$ cat config.mk
export PLATFORM = sky130hd
export DESIGN_NAME = fsm_trace_fifo
export DESIGN_NICKNAME = d
export VERILOG_FILES = /design/src/rtl/fsm_trace_fifo.sv
export SDC_FILE = /design/constraint.sdc
export NUM_CORES = 1
export LEC_CHECK = 0
export ABC_AREA = 1
export BUFFER_PORTS_ARGS = -buffer_cell sky130_fd_sc_hd__buf_2
export CAP_MARGIN = 20
export CORE_MARGIN = 2
export CORE_UTILIZATION = 37
export CTS_CLUSTER_DIAMETER = 30
export DETAILED_ROUTE_END_ITERATION = 8
export SYNTH_ARGS = -nofsm -noshare
export SYNTH_HDL_FRONTEND = slang
export SYNTH_SLANG_ARGS = --single-unit
$ cat constraint.sdc
create_clock -name clk -period 2.4 [get_ports clk]
set_clock_uncertainty 0.15 [all_clocks]
set_input_delay 0.36 -clock clk [delete_from_list [all_inputs] [get_ports clk]]
set_output_delay 0.36 -clock clk [all_outputs]
set_load 0.02 [all_outputs]
$ cat src/rtl/fsm_trace_fifo.sv
// Synchronous first-word fall-through FIFO; an extra pointer bit separates
// full from empty. A push into a full FIFO is accepted only alongside a pop.
module fsm_trace_fifo #(
    parameter int DEPTH = 8,
    parameter int W     = 5
) (
    input  logic         clk,
    input  logic         reset,
    input  logic         push,
    input  logic [W-1:0] push_data,
    input  logic         pop,
    output logic         accepted,
    output logic         valid,
    output logic [W-1:0] head_data
);
    localparam int AW = $clog2(DEPTH);

    logic [W-1:0] mem [DEPTH];
    logic [AW:0]  wr_ptr_reg;
    logic [AW:0]  rd_ptr_reg;
    logic         empty;
    logic         full;
    logic         pop_ok;

    assign empty    = (wr_ptr_reg == rd_ptr_reg);
    assign full     = (wr_ptr_reg[AW] != rd_ptr_reg[AW]) &&
                      (wr_ptr_reg[AW-1:0] == rd_ptr_reg[AW-1:0]);
    assign pop_ok   = pop & ~empty;
    assign accepted = push & (~full | pop_ok);
    assign valid    = ~empty;
    // Head forced to zero while empty so the stale slot never leaks out.
    assign head_data = empty ? '0 : mem[rd_ptr_reg[AW-1:0]];

    always_ff @(posedge clk or negedge reset) begin
        if (!reset) begin
            wr_ptr_reg <= '0;
            rd_ptr_reg <= '0;
        end else begin
            if (accepted) wr_ptr_reg <= wr_ptr_reg + (AW+1)'(1);
            if (pop_ok)   rd_ptr_reg <= rd_ptr_reg + (AW+1)'(1);
        end
    end

    always_ff @(posedge clk) begin
        if (accepted) mem[wr_ptr_reg[AW-1:0]] <= push_data;
    end

endmodule

## Word level (Yosys, flattened, before mapping)

Memories as Yosys holds them, arrays and structs flattened.
Cells that the tools add are included.

| storage, ports and cells | value |
|---|---|
| bits in registers | 8 |
| bits in writable memories | 40 |
| input bits | 9 |
| output and inout bits | 7 |
| memories | 1 |

| cells by class | value |
|---|---|
| $add $sub $neg | 2 |
| equality and inequality tests | 3 |
| multiplexer cells | 3 |
| bitwise gates (word level) | 5 |
| reductions and logical operators | 1 |

Memories:

| name | words | bits a word | rd ports | clocked after memory_dff | wr ports | RTL line | RTL |
|---|---|---|---|---|---|---|---|
| mem | 8 | 5 | 1 | 0 | 1 | 18 | `logic [W-1:0] mem [DEPTH];` |

Operators with widths:

| cell | number |
|---|---|
| $add 4x1->4 const B | 2 |
| $mux 5 | 1 |
| $eq 4x4->1 | 1 |
| $eq 3x3->1 | 1 |
| $and 1x1->1 | 2 |
| $mux 1 | 2 |
| $not 1->1 | 2 |
| $logic_and 1x1->1 | 1 |
| $ne 1x1->1 | 1 |
| $or 1x1->1 | 1 |

## Logic depth before layout (Yosys ltp)

| logic depth | value |
|---|---|
| word-level depth | 7 |
| depth in mapped cells | 9 |
| mapped depth without buffers | 8 |

## Worst setup path before layout

No wires, ideal clock.

| timing | value |
|---|---|
| kind | register to output |
| start point | register rd_ptr_reg[1] |
| end point | output head_data[0] |
| arrival | 1,320 ps |
| data required time | 1,890 ps |
| path slack | 570 ps |
| stages on the path, launching flop included | 7 |
| path buffers | 2 |
| path through | dfrtp_1 > buf_4 > buf_1 > o21ai_0 > o22ai_1 > nor2_1 > nor2_1 |

| between the ends | value |
|---|---|
| cells in the longest elaborated chain, start to end | 2 |

RTL lines:

| what | RTL line | RTL |
|---|---|---|
| start: declaration | 20 | `logic [AW:0] rd_ptr_reg;` |
| start signal: assignment | 40 | `if (pop_ok) rd_ptr_reg <= rd_ptr_reg + (AW+1)'(1);` |
| $mem_v2 8x5 / $eq 4x4->1 (equally long branches) | -- |  |
| $mux 5 * | 32 | `assign head_data = empty ? '0 : mem[rd_ptr_reg[AW-1:0]];` |
| end: declaration | 14 | `output logic [W-1:0] head_data` |

Every way passes the cells marked *; elsewhere a longest branch is shown, timed or not.

## Worst setup path in the final report

| timing | value |
|---|---|
| start point | register rd_ptr_reg[0] |
| end point | output head_data[4] |

The elaborated chain is that of the path after synthesis.

==> metrics.txt <==
I/O pins=16; first-pass GRT wire length=6.98 mm; Final Power=3.05 mW; drt pass-1 iters=4; FF-to-FF Start=rd_ptr_reg[1]; register area share after synthesis=64.7%; fmax=449 MHz; Area growth syn-to-layout=11.6%; most common cell in the synthesized netlist=nor2_1; # diodes=0; final WL=4.20 mm; crit start category=flop; initial antenna violation count=0; power per cell area=1260 nW/µm²; final hold vios=0; Overflow after GRT=0; synth unique cells=25; Comb power frac=45.5%; largest net degree at the start of global routing=24; post-synth top area share=55.5%; DIE HEIGHT=80.5 µm; max reg flops=40; Initial DRC Count=74; post-layout minimum cycle time=2230 ps; DIE WIDTH=80.5 µm; pre-CTS WS=410 ps; HP Class=in -> reg; cells taking the most area after synthesis=edfxtp_1, dfrtp_1, nor2_1; VDD IR max=0.491 mV; clk_lat worst skew=290 ps; wire per inst=14.5 µm; clk buf depth=2; Final Max Slew Viols=0; CTS root buf=clkbuf_8; Max-Cap Viols=0; # port buffers=15; die area=6480 µm²; layout cells sized above 1=18.9%; Reg clk slew, reported paths=90 ps; synth warn=0; total global-route track usage=14.6%; Least-Margin Pin Slew=540 ps; Yosys reg bits=48; final cycle utilization of the critical path=92.8%; Final nets=227; H-tree levels=2; vias in the first global route=1423; Cells after Synth=197; Max transition margin=63.9%; Reg power frac=39.3%; DR vias=1433; core area=5570 µm²; cts bufs inserted=5; Non-Filler Instances=289; Clock Power Share=15.1%; Synth async-reset ratio=16.7%; CP Capture Type=output pin; Post-synth top cells=nor2_1, edfxtp_1, o21ai_0, nand2_1, nand3_1; Worst Setup SP=rd_ptr_reg[0]; Final WS setup=173 ps; Clock Sinks=48; internal power=1.74 mW; final design utilization=43.3%; setup slack, reg-to-reg=420 ps; Yosys top cell by area=edfxtp_1; critical path type=reg -> out; EDFF count, synth=40; crit path DAT=1720 ps; P_leak=0.914 nW; cell area after synthesis=2170 µm²; RSZ-0062 raised after global routing=no; Met1 Wirelength=2.07 mm; Site Rows=27; synthesized area per cell=11.0 µm²; Setup-failing EPs final=0; Crit path required time=1890 ps; Net Sw Power=1.31 mW; initial core utilization=38.9%; HP Start=push_data[0]; Final Wtd Congestion=0.801; status=finished clean; crit path max fanout=21; Via-to-Cell Ratio=4.96; routed length on met3=123 µm; CTS tree=yes; syn_nets=208; DP Cell Count=280; Detail Route met2 WL=1.96 mm; Max Used Layer=met4; Fin Setup TNS=0 ps; DP HPWL=2.93 mm; DRC=0; Sw Share=42.8%; Routed Antenna Nets=0; ys flop type=edfxtp_1
==> placed cells by master (no fill, tap or decap), drive strengths merged, types with 2 or more instances in the layout <==
| cell | Yosys | routed |
|---|---|---|
| nor2 | 45 | 45 |
| edfxtp | 40 | 40 |
| o21ai | 31 | 31 |
| nand2 | 30 | 30 |
| buf | 6 | 19 |
| nand3 | 11 | 11 |
| inv | 11 | 11 |
| dfrtp | 8 | 8 |
| clkbuf | 2 | 6 |
| o22ai | 5 | 5 |
| xnor2 | 3 | 3 |
| ha | 2 | 2 |
| xor2 | 2 | 2 |
==> power by group through the flow <==
stage | registers, mW | clock network [mW] | logic (mW)
floorplan | 1.16 | 0 | 1.07
global placement | 1.21 | 0 | 1.38
detailed placement | 1.21 | 0 | 1.39
CTS | 1.20 | 0.476 | 1.39
global route | 1.22 | 0.504 | 1.55
finish | 1.20 | 0.462 | 1.39
==> layer usage <==
layer	global-route usage, %	vias to the layer above
li1	-	705
met1	19.7	698
met2	23.3	26
met3	2.36	4
met4	6.10	0
met5	0	-
==> path summary, 6_finish.rpt <==
kind                       depth (start not counted)             to
max reg2reg                                        7      mem[4][4]
min reg2reg                                        2  wr_ptr_reg[3]
max in group asynchronous                          2  rd_ptr_reg[1]
min in group asynchronous                          2  rd_ptr_reg[3]
min                                                1      mem[2][0]
max                                                7   head_data[4]
==> logic make-up after synthesis <==
| group | share of synthesized area [%] |
|---|---|
| compound gates | 8.78 |
| flops | 64.7 |
| xor+xnor | 2.72 |
| fa+ha+maj | 1.16 |
| simple gates | 18.7 |
| buf+inv | 3.93 |
==> worst max-delay path: stages (launching register included) <==
cell and delay, ps:
dfrtp_1 430, inv_2 70, buf_4 240, nor2_1 70
o22ai_1 210, nor2_1 60, nor2_1 140, buf_2 190
==> repair_timing <==
action,in CTS,in global routing
gates resized for setup,0,2
setup endpoints to repair,0,2
endpoints found under the hold margin,8,0
setup buffers,0,0
hold buffers,1,0
==> stage by stage <==
step           hold WS, ps  area [µm²]
2_1_floorplan        -85.6        2170
3_3_place_gp          74.1        2320
3_5_place_dp          73.0        2320
4_1_cts                199        2410
5_1_grt                214        2420
6_report               204        2420
==> area by class of cell <==
class / instances / area (µm²)
clock inverter: 2 / 11.3
sequential: 48 / 1400
inverter: 11 / 41.3
clock buffer: 6 / 72.6
timing repair buffer: 20 / 119
multi-input combinational: 130 / 679
fill: 553 / 3160
tap: 72 / 90.1
(Power assumes the default switching activity.)
